`src/rtl/vector_scanner_pkg.sv`:
```
// Shared types and helpers for the vector scanner family.
//   state_e    : scanner control state (IDLE, SCAN)
//   pos_width  : width of a position field able to encode the value WIDTH
//   none_pos   : position code reported for an all-zero vector (equals WIDTH)
package vector_detector_pkg;

    typedef enum logic {
        IDLE = 1'b0,
        SCAN = 1'b1
    } state_e;

    function automatic int pos_width(input int width);
        return $clog2(width) + 1;
    endfunction

    function automatic int none_pos(input int width);
        return width;
    endfunction

endpackage

```
`src/rtl/vector_scanner_if.sv`:
```
// Handshake bundle between a vector producer / hit consumer and the scanner.
//   in_valid/in_ready/data_in/dir_in/all_in : vector request channel
//   out_valid/out_ready/pos_out/last_out/none_out : hit result channel
//   master modport : the producer/consumer side
//   slave modport  : the scanner side
interface vector_scanner_if
    import vector_detector_pkg::*;
#(
    parameter int WIDTH = 32
);
    localparam int POS_W = pos_width(WIDTH);

    logic             in_valid;
    logic             in_ready;
    logic [WIDTH-1:0] data_in;
    logic             dir_in;
    logic             all_in;
    logic             out_valid;
    logic             out_ready;
    logic [POS_W-1:0] pos_out;
    logic             last_out;
    logic             none_out;

    modport master (
        output in_valid, data_in, dir_in, all_in, out_ready,
        input  in_ready, out_valid, pos_out, last_out, none_out
    );

    modport slave (
        input  in_valid, data_in, dir_in, all_in, out_ready,
        output in_ready, out_valid, pos_out, last_out, none_out
    );

endinterface

```
`src/rtl/vector_scanner_lead_one_enc.sv`:
```
// Combinational leading-one encoder built as a log2-depth binary tree.
//   vec      : input vector, bit WIDTH-1 has highest priority
//   position : index of the leading one counted from the MSB (MSB = 0)
//   any      : at least one bit of vec is set
// Non-power-of-two widths are padded with zeros below the LSB, so the
// padding can never win the priority race.
module lead_one_enc #(
    parameter int WIDTH = 32
) (
    input  logic [WIDTH-1:0]         vec,
    output logic [$clog2(WIDTH)-1:0] position,
    output logic                     any
);
    localparam int L   = $clog2(WIDTH);
    localparam int P   = 1 << L;
    localparam int PAD = P - WIDTH;

    logic [P-1:0]   padded;
    // Heap-ordered tree: node 1 is the root, node n has children 2n and 2n+1,
    // leaves occupy nodes P..2P-1 in MSB-first order.
    logic [2*P-1:1] any_t;
    logic [L-1:0]   pos_t [1:2*P-1];

    assign padded = P'(vec) << PAD;

    for (genvar j = 0; j < P; j++) begin : g_leaf
        assign any_t[P+j] = padded[P-1-j];
        assign pos_t[P+j] = '0;
    end

    for (genvar n = 1; n < P; n++) begin : g_node
        // Height of this node above the leaves; it decides which pos bit
        // distinguishes its left (higher priority) and right subtrees.
        localparam int           H   = L - $clog2(n + 1) + 1;
        localparam logic [L-1:0] SEL = L'(1) << (H - 1);

        assign any_t[n] = any_t[2*n] | any_t[2*n+1];
        assign pos_t[n] = any_t[2*n] ? pos_t[2*n] : (pos_t[2*n+1] | SEL);
    end

    assign position = pos_t[1];
    assign any      = any_t[1];

endmodule

```
`src/rtl/vector_scanner.sv`:
```
// Handshaked set-bit scanner: accepts one WIDTH-bit vector per transaction
// and emits the positions of its set bits one beat at a time.
//   clk, rst_n : clock and asynchronous active-low reset
//   bus        : slave side of vector_scanner_if (request and result channels)
// The residual register is always held MSB-first; LSB-first scans are
// bit-reversed on accept so one encoder serves both directions.
module vector_scanner
    import vector_detector_pkg::*;
#(
    parameter int WIDTH = 32
) (
    input  logic             clk,
    input  logic             rst_n,
    vector_scanner_if.slave  bus
);
    localparam int               POS_W   = pos_width(WIDTH);
    localparam int               ENC_W   = POS_W - 1;
    localparam logic [POS_W-1:0] NONE    = POS_W'(none_pos(WIDTH));
    localparam logic [WIDTH-1:0] MSB_ONE = {1'b1, {(WIDTH-1){1'b0}}};

    state_e           state, state_d;
    logic [WIDTH-1:0] residual, residual_d;
    logic             all_q, all_d;

    logic [WIDTH-1:0] data_rev;
    logic [ENC_W-1:0] enc_pos;
    logic             enc_any;
    logic             out_valid;
    logic             single_bit;
    logic             last_raw;
    logic             beat;
    logic             final_beat;
    logic             accept;

    lead_one_enc #(.WIDTH(WIDTH)) u_enc (
        .vec      (residual),
        .position (enc_pos),
        .any      (enc_any)
    );

    always_comb begin
        data_rev = '0;
        for (int i = 0; i < WIDTH; i++) begin
            data_rev[i] = bus.data_in[WIDTH-1-i];
        end
    end

    // True for zero or exactly one set bit: either way this beat is the last.
    assign single_bit = (residual & (residual - 1'b1)) == '0;
    assign last_raw   = !all_q || single_bit;

    assign out_valid  = (state == SCAN);
    assign beat       = out_valid && bus.out_ready;
    assign final_beat = beat && last_raw;
    assign accept     = bus.in_valid && bus.in_ready;

    assign bus.in_ready  = (state == IDLE) || final_beat;
    assign bus.out_valid = out_valid;
    assign bus.pos_out   = !out_valid ? '0 : (enc_any ? {1'b0, enc_pos} : NONE);
    assign bus.last_out  = out_valid && last_raw;
    assign bus.none_out  = out_valid && !enc_any;

    always_comb begin
        // NOTE: every variable gets a default first so no path leaves it
        // unassigned, which would otherwise infer a latch.
        state_d    = state;
        residual_d = residual;
        all_d      = all_q;

        if (beat && !last_raw) begin
            // Knock out the reported hit; the encoder then finds the next one.
            residual_d = residual & ~(MSB_ONE >> enc_pos);
        end
        if (final_beat) begin
            state_d = IDLE;
        end
        // A new accept overrides the final-beat return to IDLE: no bubble.
        if (accept) begin
            state_d    = SCAN;
            residual_d = bus.dir_in ? data_rev : bus.data_in;
            all_d      = bus.all_in;
        end
    end

    // NOTE: sequential state uses non-blocking assignments so every register
    // samples pre-edge values, independent of process ordering.
    always_ff @(posedge clk or negedge rst_n) begin
        if (!rst_n) begin
            state    <= IDLE;
            residual <= '0;
            all_q    <= 1'b0;
        end else begin
            state    <= state_d;
            residual <= residual_d;
            all_q    <= all_d;
        end
    end

endmodule

```
`src/flat_wrapper.sv`:
```
// flat-port wrapper written by rule: the top's interface ports become plain ports
module vector_scanner_flat import vector_detector_pkg::*;
#(
    parameter int WIDTH = 32
)
  (clk, rst_n, bus_in_valid, bus_data_in, bus_dir_in, bus_all_in, bus_out_ready, bus_in_ready, bus_out_valid, bus_pos_out, bus_last_out, bus_none_out);
  vector_scanner_if #(.WIDTH(WIDTH)) bus_i ();
  input  logic clk;
  input  logic rst_n;
  input wire logic [$bits(bus_i.in_valid)-1:0] bus_in_valid;
  input wire logic [$bits(bus_i.data_in)-1:0] bus_data_in;
  input wire logic [$bits(bus_i.dir_in)-1:0] bus_dir_in;
  input wire logic [$bits(bus_i.all_in)-1:0] bus_all_in;
  input wire logic [$bits(bus_i.out_ready)-1:0] bus_out_ready;
  output wire logic [$bits(bus_i.in_ready)-1:0] bus_in_ready;
  output wire logic [$bits(bus_i.out_valid)-1:0] bus_out_valid;
  output wire logic [$bits(bus_i.pos_out)-1:0] bus_pos_out;
  output wire logic [$bits(bus_i.last_out)-1:0] bus_last_out;
  output wire logic [$bits(bus_i.none_out)-1:0] bus_none_out;
  assign bus_i.in_valid = bus_in_valid;
  assign bus_i.data_in = bus_data_in;
  assign bus_i.dir_in = bus_dir_in;
  assign bus_i.all_in = bus_all_in;
  assign bus_i.out_ready = bus_out_ready;
  assign bus_in_ready = bus_i.in_ready;
  assign bus_out_valid = bus_i.out_valid;
  assign bus_pos_out = bus_i.pos_out;
  assign bus_last_out = bus_i.last_out;
  assign bus_none_out = bus_i.none_out;
  vector_scanner #(.WIDTH(WIDTH)) u_core (.clk(clk), .rst_n(rst_n), .bus(bus_i));
endmodule
```
`config.mk`:
```
export PLATFORM = sky130hd
export DESIGN_NAME = vector_scanner_flat
export DESIGN_NICKNAME = d
export VERILOG_FILES = /design/src/rtl/vector_scanner_pkg.sv /design/src/rtl/vector_scanner_if.sv /design/src/rtl/vector_scanner_lead_one_enc.sv /design/src/rtl/vector_scanner.sv /design/src/flat_wrapper.sv
export SDC_FILE = /design/constraint.sdc
export NUM_CORES = 1
export LEC_CHECK = 0
export CAP_MARGIN = 10
export CORE_MARGIN = 8
export CORE_UTILIZATION = 54
export CTS_CLUSTER_SIZE = 25
export DETAILED_ROUTE_END_ITERATION = 16
export HOLD_SLACK_MARGIN = 0.08
export PLACE_DENSITY_LB_ADDON = 0.12
export RECOVER_POWER = 100
export SLEW_MARGIN = 20
export SYNTH_ARGS = -nofsm -noshare
export SYNTH_HDL_FRONTEND = slang
export SYNTH_SLANG_ARGS = --single-unit
```
`constraint.sdc`:
```
create_clock -name clk -period 3.7 [get_ports clk]
set_input_delay 0.555 -clock clk [delete_from_list [all_inputs] [get_ports clk]]
set_output_delay 0.555 -clock clk [all_outputs]
set_load 0.05 [all_outputs]
```
; ---- After elaboration in Yosys (flattened, before gate mapping)
; Index checks and enable logic that the tools add are counted.
[word_totals]
register_bits = 34
output_inout_bits = 10
[op_classes]
n_addsub = 1
shift = 1
muxes = 38
bitwise_logic = 35
n_reduce_logical = 14
[ops]
columns = op, count
row1 = 2-to-1 mux 32 bit, 3
row2 = bitwise AND 32 bit, 2
row3 = 2-to-1 mux 5 bit, 8
row4 = zero test 32 bit, 1
row5 = inverter 32 bit, 1
row6 = >> shifter 32 x 5 -> 32 bit (first input constant), 1
row7 = subtractor 32 x 1 -> 32 bit (second input constant), 1
row8 = OR 1 bit, 31
row9 = 2-to-1 mux 1 bit, 18
row10 = 2-to-1 mux 4 bit, 3
row11 = 2-to-1 mux 6 bit, 2
row12 = logical AND 1 bit, 6
row13 = 2-to-1 mux 2 bit, 3
row14 = nonzero test 2 bit, 2
row15 = zero test 1 bit, 3
row16 = 2-to-1 mux 3 bit, 1
row17 = logical OR 1 bit, 2
row18 = inverter 1 bit, 1

; ---- Logic depth before layout (Yosys ltp)
[depth]
ltp_word = 10
depth_mapped = 11
depth_no_buf = 8

; ---- Hierarchy
; A second synthesis with hierarchy kept.
[hier_totals]
hier_cells = 303
area_unflattened_um2 = 2800.2
[by_module_without_submodules]
columns = mod, n_inst, cells_each, area_each_um2, seq_area_each_um2
row1 = vector_scanner, 1, 245, 2453.6, 850.8
row2 = lead_one_enc, 1, 58, 346.6, 0.0

; ---- Least setup slack after synthesis
; OpenSTA, ideal clock, no wires.
[synth_path]
kind = register to output
from = register u_core.residual[2]
to = output bus_last_out
t_arrival_ps = 2881
t_required_ps = 3145
slack_ps = 264
stages_incl_launch_ff = 11
cell_sequence = dfrtp_1 or4_1 buf_2 nor3_4 nand3_2 a221o_1 nor4b_2 and3_1 buf_2 buf_2 o21a_1
[synth_between]
elab_chain_cells = 5
[synth_lines]
columns = element, line
row1 = "start, declared", vector_scanner.sv:22  ; logic [WIDTH-1:0] residual, residual_d;
row2 = "start signal, assigned", vector_scanner.sv:94  ; residual <= residual_d;
row3 = subtractor 32 x 1 -> 32 bit, vector_scanner.sv:49  ; assign single_bit = (residual & (residual - 1'b1)) == '0;
row4 = bitwise AND 32 bit (*), vector_scanner.sv:49
row5 = zero test 32 bit (*), vector_scanner.sv:49
row6 = logical OR 1 bit (*), vector_scanner.sv:50  ; assign last_raw = !all_q || single_bit;
row7 = logical AND 1 bit (*), vector_scanner.sv:60  ; assign bus.last_out = out_valid && last_raw;
row8 = "end, declared", flat_wrapper.sv:18  ; output wire logic [$bits(bus_i.last_out)-1:0] bus_last_out;
; Mark *: on every way between the ends. The rest lies on a longest branch, timed or not.

; ---- Worst setup path in the final report
[layout_path]
from = register u_core.residual[23]
to = output bus_pos_out[1]
[layout_between]
elab_chain_cells = 7
word_cells_on_any_way = 11
[layout_lines]
columns = element, line
row1 = OR 1 bit (*), vector_scanner_lead_one_enc.sv:37  ; assign any_t[n] = any_t[2*n] | any_t[2*n+1];
row2 = 2-to-1 mux 5 bit / OR 1 bit (equally long branches) (4 in a row), "vector_scanner_lead_one_enc.sv:38, vector_scanner_lead_one_enc.sv:37"
row3 = 2-to-1 mux 6 bit (*) (2 in a row), vector_scanner.sv:59  ; assign bus.pos_out = !out_valid ? '0 : (enc_any ? {1'b0, enc_pos} : NONE);
row4 = "end, declared", flat_wrapper.sv:17  ; output wire logic [$bits(bus_i.pos_out)-1:0] bus_pos_out;
; Marked as above.

==> out/summary.md <==
Summed over its instances, the top area cell type makes up 30.2% of the synthesized netlist area. The Yosys step of the flow raised 0 warnings. Via count of the first global-routing pass: 2633.

Reg-to-reg critical path endpoint: u_core.residual[18]. On the final layout, the worst clock skew is 0.00622 ns. The first-pass GRT wire length is 13.9 mm. For this run, the share of the core covered by cells in the final layout is 68.8%. The tools report the count of maximum capacitance violations as 1. Tracing the worst setup path back leads to its startpoint at u_core.residual[23]. Across the VDD grid, the largest voltage drop is 0.477 mV.

The floorplan step set the die width to 88.2 µm. In the global route stage, overall resource usage came out at 23.6%. The clock root buffer is clkbuf_8. The worst hold path terminates at u_core.all_q.

Leaving out fill and tap cells, the most frequent cells in the layout are mux2i_1, clkdlybuf4s50_1, dfrtp_1, o31ai_1, nor2_1. The post-layout minimum cycle time is 3.59 ns. In this run the critical register-to-register path is launched from u_core.residual[23]. Compared with the post-synthesis result, the final layout area differs by 24.0%. The class of the worst hold path is register to register. For this design the static power due to leakage is 0.00151 µW. The number of buffers between clock root and the deepest sink is 2, and the share of the clock period used by the worst path after layout is 96.9%. For this configuration, the core starts out at a cell density of 55.5%. In the final design database the tool counted 390 nets. Average detailed-routed wire length per instance: 21.0 µm. The count of buffers added on input and output ports is 47. The share of the Yosys chip area taken by registers is 30.2%. The number of failing hold endpoints at the final stage was 0; the number of sinks driven by the clock tree was 34.

Clock-pin slew was measured on the worst setup and hold paths at 0.07 ns. Number of detailed-routing iterations run before antenna repair: 5. The run gives 3.14 ns as the critical path required time.

The cell depth of the worst hold path works out to 1. After synthesis, the netlist uses 56 different library cells. Headroom to the max-slew limit came out at -24.4%. At the pin with the least slew margin, the transition time is 1.87 ns.

Cells with a size suffix above 1 make up 12.7% of the layout. In this run the power density over the cells is 728 nW/µm². Static timing analysis puts the maximum clock frequency at 279 MHz. The total overflow left after global routing is 0. Summing every instance area after synthesis gives 2820 µm². The slack of the worst reg-to-reg path was 0.35 ns; the number of antenna repair diodes was 0.

For the worst flop-to-flop path, the logic depth is 9. For this run, asynchronously set or reset flops after synthesis account for 100%. Measured along the y axis, the die boundary spans 88.2 µm. By area the synthesized netlist is led by dfrtp_1, mux2i_1, o31ai_1. The tools report the post-CTS setup-driven buffer insertion count as 0. For the number of slew-limit violations in the final report, the log shows 35.

TritonCTS built the clock tree. The setup path with the least slack is of type register to primary output. The number of storage elements in the synthesis netlist was 34; the average cell area after synthesis was 9.17 µm². The total die area is 7780 µm². The number of enable flip-flop cells after synthesis came out at 0. Entering global routing, the biggest net connects 35 pins.

The flow ran to the end, but the final reports show violations. The violation count after the first detailed-route iteration came out at 264. Summed over all instances, the cell type with the most area after synthesis is dfrtp_1.

Buffers inserted during clock tree synthesis total 5. The detailed-route wire length is 8.90 mm. Synthesis produced a netlist with a net count of 345. In the routed layout, each cell is associated on average with a via count of 6.56.

In this run, placement finished with an instance count of 415. Along the worst path, the maximum fanout reaches 8. The gate count after technology mapping was 307; the count of standard-cell rows was 26. Primary flip-flop cell chosen by synthesis mapping: dfrtp_1. The routed layout has 2776 vias. The worst setup path is launched from a register. Most common cell after layout, fill and taps aside: mux2i_1. The tools report the number of setup violations in the final report as 0. For this run, design rule violations remaining after detail routing come to 0.

The final reports fail on capacitance limit, slew limit. After clock tree synthesis, the flow added hold-fix buffers numbering 0. The run gives 3.03 ns as the worst endpoint data arrival time. Worst hold slack after final layout: 0.603 ns.

The filler-free cell count of the finished design is 423. At the later pin of the worst-skew pair, clock insertion delay measures 0.30 ns. Count of antenna-violating nets left after detailed routing: 0.

At the end of routability-driven placement, the weighted congestion stood at 1.01. Floorplan core area: 5070 µm². The worst setup path is captured at a primary output.

For the number of antenna violations at the first check in global routing, the log shows 0. Detailed placement ended at an HPWL of 6.66 mm. Launch instance of the worst min-delay path: u_core.all_q.

The logs give 2 for the maximum level of the CTS H-tree and 48 for the I/O pin total.
worst max-delay path: stages, from the launching register on:
cell	delay [ns]
dfrtp_1	0.43
or4_1	0.67
nor2_1	0.18
nand2_1	0.14
a31oi_1	0.74
nor2_1	0.08
clkdlybuf4s15_1	0.49
sequential cells by signal, indices dropped and copies added, names as in the netlist:
signal and flops:
u_core.residual 32, u_core.all_q 1, u_core.bus.out_valid 1
worst max path at each step:
stage / cells past startpoint / end
2_1_floorplan: 10 / bus_last_out
3_3_place_gp: 6 / bus_pos_out[1]
3_5_place_dp: 7 / bus_pos_out[1]
4_1_cts: 6 / bus_pos_out[3]
5_1_grt: 8 / bus_last_out
6_report: 6 / bus_pos_out[1]
report_power, final:
group	total (µW)	leakage, µW	internal [µW]	switching, µW
Combinational	1360	0.00107	575	788
Clock	303	0.0000472	150	154
Sequential	877	0.000397	557	321
Total	2540	0.00151	1280	1260
through the flow:
step / setup WS [ns] / TNS (ns) / instance area [µm²] / power (µW)
floorplan: 0.264 / 0 / 2820 / 1700
global placement: 0.312 / 0 / 3350 / 2150
detailed placement: 0.252 / 0 / 3350 / 2160
CTS: 0.110 / 0 / 3440 / 2460
global route: -0.0141 / -0.0141 / 3490 / 2690
finish: 0.114 / 0 / 3490 / 2540
metal layers:
metal,part of all wire (%),vias up,GRT usage (%)
met5,0,-,0
met1,45,1315,32.2
met3,7.5,24,4.18
met4,3.1,0,10.4
met2,44,145,35.4
li1,-,1292,-
final cells by class:
class / count / area [µm²]
multi-input cells: 242 / 1840
fillers: 421 / 1580
flip-flops and latches: 34 / 851
repair buffers: 61 / 594
well taps: 70 / 87.6
clock buffers: 6 / 82.6
inverters: 8 / 30.0
clock inverters: 2 / 12.5
cells in the mapped netlist (3+ instances only):
master     n
mux2i_1   62
buf_2      7
or3_1      3
buf_12     3
dfrtp_1   34
nor2_1    26
nand3_1   11
inv_1      8
nand2_1   13
clkbuf_1   9
a21oi_1    8
o21ai_0   12
nand2b_1   3
or4_1      6
o41ai_1    6
nor3_1     7
nor4_1    13
o31ai_1   28
what timing repair did:
| item | in CTS | in global routing |
|---|---|---|
| pin swaps | 0 | 0 |
| setup endpoints to repair | 1 | 4 |
| gates resized for setup | 1 | 12 |
cells by family (layout without fill, tap and decap cells):
| kind of cell | after synthesis | in the layout | share of synthesized area [%] |
|---|---|---|---|
| AO/OA/AOI/OAI | 78 | 78 | 20.0 |
| adder cells (fa/ha/maj) | 1 | 1 | 0.355 |
| buffers and inverters | 31 | 77 | 6.66 |
| flip-flops | 34 | 34 | 30.2 |
| multiplexers | 65 | 65 | 23.5 |
| AND/OR/NAND/NOR | 98 | 98 | 19.3 |
No activity file was read; power rests on OpenSTA's default activity.
